==> src/rtl/jtframe_sdram_arb_pkg.sv <==
// jtframe_sdram_arb_pkg: shared FSM type, pointer width and round-robin grant search
package jtframe_sdram_arb_pkg;
  typedef enum logic [1:0] {IDLE, WAIT_ACK, WAIT_RDY} arb_state_t;
  localparam int MAX_SLOTS = 8;
  localparam int PW = $clog2(MAX_SLOTS);
  function automatic logic [PW:0] next_gnt(input logic [MAX_SLOTS-1:0] miss, input logic [PW-1:0] rr, input int slots);
    logic [PW:0] r;
    r = '0;
    for (int k = slots; k >= 1; k--) begin
      int idx;
      idx = (int'(rr) + k) % slots;
      if (miss[idx[PW-1:0]]) r = {1'b1, idx[PW-1:0]};
    end
    return r;
  endfunction
endpackage

==> src/rtl/jtframe_sdram_arb_slot.sv <==
// jtframe_sdram_arb_slot: one-word read cache and hit flag for a single requester
module jtframe_sdram_arb_slot #(
  parameter int AW = 22,
  parameter int DW = 32
)(
  input  logic          clk_sys,
  input  logic          RESET,
  input  logic          cs,
  input  logic [AW-1:0] addr,
  input  logic          fill,
  input  logic          fill_valid,
  input  logic          inv,
  input  logic [AW-1:0] fill_addr,
  input  logic [DW-1:0] fill_data,
  output logic [DW-1:0] dout,
  output logic          ok,
  output logic          miss
);
  logic [AW-1:0] tag;
  logic          valid;
  logic          hit;
  assign hit  = valid & (tag == addr);
  assign miss = cs & ~hit;
  // cache line: invalidation wins over a fill, ok tracks the hit one cycle late
  always_ff @(posedge clk_sys or posedge RESET)
    if (RESET) begin
      tag   <= '0;
      dout  <= '0;
      valid <= 1'b0;
      ok    <= 1'b0;
    end else begin
      ok    <= cs & hit & ~inv;
      tag   <= fill ? fill_addr : tag;
      dout  <= fill ? fill_data : dout;
      valid <= inv ? 1'b0 : fill ? fill_valid : valid;
    end
endmodule

==> src/rtl/jtframe_sdram_arb.sv <==
// jtframe_sdram_arb: round-robin sharing of the SDRAM read port among cached ROM slots
module jtframe_sdram_arb
  import jtframe_sdram_arb_pkg::*;
#(
  parameter int SLOTS = 4,
  parameter int AW    = 22,
  parameter int DW    = 32
)(
  input  logic                clk_sys,
  input  logic                RESET,
  input  logic                downloading,
  input  logic [SLOTS-1:0]    slot_cs,
  input  logic [SLOTS*AW-1:0] slot_addr,
  output logic [SLOTS*DW-1:0] slot_dout,
  output logic [SLOTS-1:0]    slot_ok,
  output logic                sdram_req,
  output logic [AW-1:0]       sdram_addr,
  input  logic                sdram_ack,
  input  logic                data_rdy,
  input  logic [DW-1:0]       data_read,
  output logic                refresh_en
);
  arb_state_t       state;
  logic [PW-1:0]    rr, gnt;
  logic             dl_seen;
  logic [SLOTS-1:0] miss;
  logic [PW:0]      nxt;
  logic [AW-1:0]    nxt_addr;
  logic             fill;
  assign nxt  = next_gnt(MAX_SLOTS'(miss), rr, SLOTS);
  assign fill = data_rdy & (state == WAIT_RDY | (state == WAIT_ACK & sdram_ack));
  // address of the slot that would be granted this cycle
  always_comb begin
    nxt_addr = '0;
    for (int i = 0; i < SLOTS; i++)
      if (nxt[PW-1:0] == PW'(i)) nxt_addr = slot_addr[i*AW +: AW];
  end
  for (genvar i = 0; i < SLOTS; i++) begin : g_slot
    jtframe_sdram_arb_slot #(.AW(AW), .DW(DW)) u_slot (
      .clk_sys   (clk_sys),
      .RESET     (RESET),
      .cs        (slot_cs[i]),
      .addr      (slot_addr[i*AW +: AW]),
      .fill      (fill & (gnt == PW'(i))),
      .fill_valid(~(dl_seen | downloading)),
      .inv       (downloading),
      .fill_addr (sdram_addr),
      .fill_data (data_read),
      .dout      (slot_dout[i*DW +: DW]),
      .ok        (slot_ok[i]),
      .miss      (miss[i])
    );
  end
  // request FSM: grant, wait for acceptance, wait for data; a download never aborts it
  always_ff @(posedge clk_sys or posedge RESET)
    if (RESET) begin
      state      <= IDLE;
      sdram_req  <= 1'b0;
      sdram_addr <= '0;
      rr         <= PW'(SLOTS-1);
      gnt        <= '0;
      dl_seen    <= 1'b0;
      refresh_en <= 1'b0;
    end else begin
      refresh_en <= state == IDLE & (~|miss | downloading);
      case (state)
        IDLE:
          if (~downloading & nxt[PW]) begin
            gnt        <= nxt[PW-1:0];
            rr         <= nxt[PW-1:0];
            sdram_addr <= nxt_addr;
            sdram_req  <= 1'b1;
            dl_seen    <= 1'b0;
            state      <= WAIT_ACK;
          end
        WAIT_ACK: begin
          dl_seen <= dl_seen | downloading;
          if (sdram_ack) begin
            sdram_req <= 1'b0;
            state     <= data_rdy ? IDLE : WAIT_RDY;
          end
        end
        WAIT_RDY: begin
          dl_seen <= dl_seen | downloading;
          state   <= data_rdy ? IDLE : WAIT_RDY;
        end
        default: state <= IDLE;
      endcase
    end
endmodule

==> config.mk <==
export PLATFORM = sky130hd
export DESIGN_NAME = jtframe_sdram_arb
export DESIGN_NICKNAME = d
export VERILOG_FILES = /design/src/rtl/jtframe_sdram_arb_pkg.sv /design/src/rtl/jtframe_sdram_arb_slot.sv /design/src/rtl/jtframe_sdram_arb.sv
export SDC_FILE = /design/constraint.sdc
export NUM_CORES = 1
export LEC_CHECK = 0
export CAP_MARGIN = 5
export CORE_MARGIN = 2
export CORE_UTILIZATION = 40
export DETAILED_ROUTE_END_ITERATION = 10
export PLACE_DENSITY_LB_ADDON = 0.05
export SLEW_MARGIN = 5
export SYNTH_ARGS = -nofsm -noshare
export SYNTH_HDL_FRONTEND = slang
export SYNTH_HIERARCHICAL = 1
export SYNTH_SLANG_ARGS = --single-unit
==> constraint.sdc <==
create_clock -name clk_sys -period 2.9 [get_ports clk_sys]
set_clock_uncertainty 0.05 [all_clocks]
set_input_delay 0.435 -clock clk_sys [delete_from_list [all_inputs] [get_ports clk_sys]]
set_output_delay 0.435 -clock clk_sys [all_outputs]
set_load 0.01 [all_outputs]
# Word level (Yosys, flattened, before mapping)
# Index checks and enable logic that the tools add are counted.
# word_totals
regBits	256
inputBits	129
output_inout_bits	156
# op_classes
add_sub_neg	4
n_lt_le_gt_ge	4
eq_ne	14
n_mux	33
bitwise_logic	37
reduce_logical	20
# ops
op	n
22-bit == test	4
22-bit 2-to-1 mux	4
1-bit bitwise AND	24
3-bit by 4-bit < comparator with 1-bit output, second input constant	4
4-bit 2-to-1 mux	4
1-bit 2-to-1 mux	15
1-bit binary-select mux with 3-bit select	4
3-bit by 2-bit == test with 1-bit output, second input constant	4
2-bit nonzero test	6
2-bit OR reduction	5
3-bit by 1-bit == test with 1-bit output, second input constant	2
3-bit zero test	2
2-bit 2-to-1 mux	3
1-bit NOT	6
2-bit one-hot mux with 3 select lines	1
2-bit AND reduction	3
2-bit by 1-bit adder with 2-bit output, second input constant	2
2-bit adder, second input constant	2
1-bit bitwise AND, first input constant	4
1-bit one-hot mux with 2 select lines	2
4-bit OR reduction	1
1-bit bitwise OR	3
3-bit AND reduction	1
2-bit by 1-bit == test with 1-bit output, second input constant	1
other kinds (5)	5

# Depth between registers and ports, before layout
# logic_depth
ltp_word	15
ltp_mapped	11
ltp_nobuf	9

# By module
# Netlist, hierarchy kept.
# by_module_without_submodules
module	n_inst	cells_each	area_each_um2	seq_area_each_um2
jtframe_sdram_arb_slot	4	150	2311.0	1401.3
jtframe_sdram_arb	1	187	2057.0	778.2

# Worst setup path before layout
# OpenSTA, ideal clock, no wires.
# synth_timing
path_type	input to register
start	input slot_addr[87]
end	register sdram_addr[10]
arrival_ps	2313
setup_slack_ps	405
stages	11
path_cell_list	xnor2_1 > nand4_1 > nor4_1 > a21boi_0 > nor4_1 > nor2_1 > and2_1 > buf_6 > nand2_1 > buf_4 > o221ai_2
# synth_via
elab_chain_len	15
word_cells_on_any_way	26
classes_between	eq/ne (4); mux (16); bitwise (4); reduce/logical (2)
# synth_rtl
element	line_no	rtl
start, declared	jtframe_sdram_arb.sv:13	input logic [SLOTS*AW-1:0] slot_addr,
22-bit == test *	jtframe_sdram_arb_slot.sv:22	assign hit = valid & (tag == addr);
1-bit bitwise AND *	jtframe_sdram_arb_slot.sv:22	
1-bit NOT *	jtframe_sdram_arb_slot.sv:23	assign miss = cs & ~hit;
1-bit bitwise AND *	jtframe_sdram_arb_slot.sv:23	
named net miss[3]	jtframe_sdram_arb.sv:26	logic [SLOTS-1:0] miss;
1-bit binary-select mux with 3-bit select	jtframe_sdram_arb_pkg.sv:12	if (miss[idx[PW-1:0]]) r = {1'b1, idx[PW-1:0]};
1-bit 2-to-1 mux (implied by the code)	jtframe_sdram_arb_pkg.sv:12	
4-bit 2-to-1 mux (3 in a row)	jtframe_sdram_arb_pkg.sv:12	
4-bit 2-to-1 mux *	jtframe_sdram_arb_pkg.sv:12	
3-bit zero test	jtframe_sdram_arb.sv:36	if (nxt[PW-1:0] == PW'(i)) nxt_addr = slot_addr[i*AW +: AW];
22-bit 2-to-1 mux (4 in a row)	jtframe_sdram_arb.sv:36	
end signal, assigned	jtframe_sdram_arb.sv:71	sdram_addr <= nxt_addr;
end, declared	jtframe_sdram_arb.sv:17	output logic [AW-1:0] sdram_addr,
# The timed path passes the listed nets; every way through them passes the cells marked *. The select of a mux whose other input is x is not followed.
# A chain may end at the register's enable or synchronous reset.

# Worst setup path in the final report
# layout_timing
start	input slot_addr[67]
end	register sdram_addr[16]
# The elaborated chain is that of the path after synthesis.

==> results by group <==
Synth
  – Leading area contributor after synthesis: dfrtp_1
  – Register area share after synthesis: 0.565
  – Area share of the largest cell type after synthesis: 0.560
  – Asr flop ratio synth: 1.00
  – Synth cell types: 40
  – Flops & latches, synth: 255
  – Cells after Synth: 787
  – Synth warn: 6
  – Number of synthesized flops with an enable pin: 0
  – Synthesized area: 11300 um2
  – Top_reg_cell synth: dfrtp_1
  – Syn nets: 919
  – Avg Cell Area, Syn: 14.4 um2
  – Synth area leaders: dfrtp_1, mux2_1, xnor2_1

GRT
  – Vias in the first global route: 8317
  – GRT Total Usage: 0.222
  – First-pass GRT wire length: 49500 um
  – Total grt overflow: 0
  – Maximum number of pins on one net before global-route repair: 50
  – Initial antenna violation count: 0

Worst hold path
  – Hold crit path type: in2async

Placed design
  – Port Buf Inserts: 284
  – Placer Congestion: 0.758
  – Dpl ws: -676 ps
  – Dpl hpwl: 22600 um

Worst setup path
  – WS Path Type: in2reg
  – Type of origin of the critical path: input port
  – Worst-path fanout max: 22
  – Critical Path, Cell by Cell: clkdlybuf4s50_1 -> xnor2_1 -> nand4_1 -> nor4_2 -> a21boi_1 -> buf_4 -> a22oi_1 -> o221a_4 -> buf_12 -> mux2i_2 -> o221ai_2
  – Critical path required time: 3260 ps
  – WP data arrival: 3140 ps
  – CP peak stage delay: 520 ps
  – Setup crit end kind: flip-flop
  – CP max stage cell: clkdlybuf4s50_1

Power
  – Peak supply drop: 0.697 mV
  – Total power: 16100 uW
  – Lkg Pwr: 0.00706 uW
  – PD cells: 998 nW/um2

Timing
  – Fmax: 359 MHz
  – Slew @ Worst Pin: 537 ps
  – Final WS setup: 117 ps
  – Tcrit/Tclk final: 0.960
  – Final setup vio count: 0
  – Slew Viols, Final: 0
  – Slew headroom: 0.642
  – Endpoints failing hold: 0
  – RSZ-0062 raised after global routing: false
  – Minimum clock period: 2780 ps

CTS
  – CTS tree: done
  – Setup Buffers After CTS: 0
  – Worst skew pair latency: 530 ps
  – Clock buffer depth: 3
  – CTS Sinks: 255
  – CTS Buf Count: 29
  – Htree depth: 1
  – CTS root buf: clkbuf_16
  – CTS clock-pin slew for the worst setup and hold paths: 60 ps
  – Post-CTS Hold Buffers: 0

Floorplan
  – Die area: 29600 um2
  – Core Area: 27800 um2
  – DIE HEIGHT: 172 um
  – Number of I/O pins: 285
  – Cell Rows: 61
  – Die W: 172 um
  – Initial Util: 0.407

Cells and area
  – N_diodes: 0
  – Nets: 1267
  – Area grow syn2layout: 42.8%
  – Fillers: 2347
  – Reg area: 6380 um2
  – Final Core Density: 0.581
  – Layout cell share with drive strength beyond 1: 0.136
  – Multi-input gate area in the final layout: 4730 um2

Routing
  – Via count: 7603
  – Mean number of vias per cell: 4.97
  – Pre-Repair DR Iteration Count: 4
  – DRC: 0
  – Routed length per placed instance: 21.0 um
  – Routed Antenna Nets: 0
  – Drt initial violations: 232
  – Post-Route WL: 32100 um

Outcome
  – Status: complete, no violations

Run
  – Max-cap viol count: 0
routing by layer:
metal / GRT usage / wire [um] / up-vias
li1: - / - / 3522
met1: 0.292 / 14200 / 3842
met2: 0.367 / 15100 / 211
met3: 0.0678 / 2480 / 28
met4: 0.0362 / 338 / 0
met5: 0 / 0 / -
cell usage after synthesis, drive strengths merged, types with 4 or more instances:
cell type,count
inv,10
nor4,9
nand2,35
buf,35
o21ai,5
mux2i,49
nand4,20
xnor2,76
a21boi,4
xor2,12
mux2,216
o221ai,22
dfrtp,253
and4b,4
nor2,11
logic make-up (layout without fill, tap and decap cells):
group / Yosys count / count (layout) / synth area share
muxes: 265 / 265 / 0.259
DFF: 255 / 255 / 0.565
xor gates and xnor gates: 88 / 88 / 0.0682
and+or+nand+nor: 88 / 88 / 0.0400
buffers and inverters: 47 / 413 / 0.0264
AOI/OAI and AO/OA: 41 / 41 / 0.0386
adders and majority gates: 3 / 3 / 0.00332
state kept, by name (all words and copies together), names as in the netlist, 2 cells and up:
signal               cells
g_slot.u_slot/dout     128
g_slot.u_slot/tag       88
sdram_addr              22
g_slot.u_slot/ok         4
g_slot.u_slot/valid      4
gnt                      2
rr                       2
state                    2
power breakdown:
part	leakage [uW]	switching [uW]	total, uW	internal (uW)
Combinational	0.00339	2560	6210	3650
Sequential	0.00321	1100	6280	5190
Clock	0.000462	1410	3610	2200
final timing paths:
check                      depth (start not counted)                        end  slack [ps]                 startpoint
hold reg to reg                                    1  g_slot[2].u_slot/dout[10]         430  g_slot[2].u_slot/dout[10]
setup reg to reg                                  10              sdram_addr[6]         180   g_slot[1].u_slot/tag[14]
min in group clk_sys                               1  g_slot[2].u_slot/dout[10]         430  g_slot[2].u_slot/dout[10]
max in group asynchronous                          3   g_slot[2].u_slot/dout[2]        1780                      RESET
hold / removal                                     2  g_slot[3].u_slot/dout[28]         270                      RESET
setup / recovery                                  11             sdram_addr[16]         120              slot_addr[67]
worst max-delay path, delay by kind of cell:
| family | cells | cell delay (ps) |
|---|---|---|
| AO/OA/AOI/OAI | 4 | 720 |
| XOR/XNOR | 1 | 270 |
| buffers and inverters | 3 | 890 |
| multiplexers | 1 | 290 |
| AND/OR/NAND/NOR | 2 | 490 |
metrics by stage:
| step | hold slack (ps) | TNS, ps | instance area [um2] | instances |
|---|---|---|---|---|
| detailed placement | 424 | -18000 | 15100 | 1482 |
| CTS | 248 | 0 | 16100 | 1531 |
| floorplan | 423 | 0 | 11300 | 787 |
| global route | 301 | 0 | 16100 | 1531 |
| finish | 267 | 0 | 16100 | 1531 |
| global placement | 415 | -17060 | 15100 | 1482 |
layout by cell type (no fill, tap or decap), types with 2 or more instances in the layout:
cell             instances
mux2_1                 216
nor4_2                   6
dfrtp_1                253
buf_4                   54
clkbuf_1                 6
and4b_1                  4
o221ai_2                18
and2_1                   2
xnor2_1                 73
ha_1                     3
dfstp_2                  2
o21ai_1                  2
xnor2_2                  3
inv_1                    6
inv_2                    4
a21boi_1                 2
bufinv_16                2
clkdlybuf4s50_1        284
nand4_1                 20
clkbuf_16               29
o221ai_1                 4
a21oi_1                  3
nor4_1                   3
clkbuf_8                 8
o21ai_0                  3
clkinv_2                 3
nor2_1                  10
buf_12                  16
xor2_1                  12
nand2_1                 34
mux2i_1                 47
repair_timing:
item,4_1_cts,5_1_grt
setup endpoints to repair,24,24
gates resized for setup,3,15
pin swaps,0,5
layout make-up:
| cell class | count | area share |
|---|---|---|
| clock inverter | 6 | 0.00512 |
| sequential | 255 | 0.396 |
| timing repair buffer | 354 | 0.221 |
| tap | 378 | 0.0293 |
| multi-input combinational | 485 | 0.293 |
| clock buffer | 43 | 0.0532 |
| inverter | 10 | 0.00233 |
No activity file was read; power rests on OpenSTA's default activity.
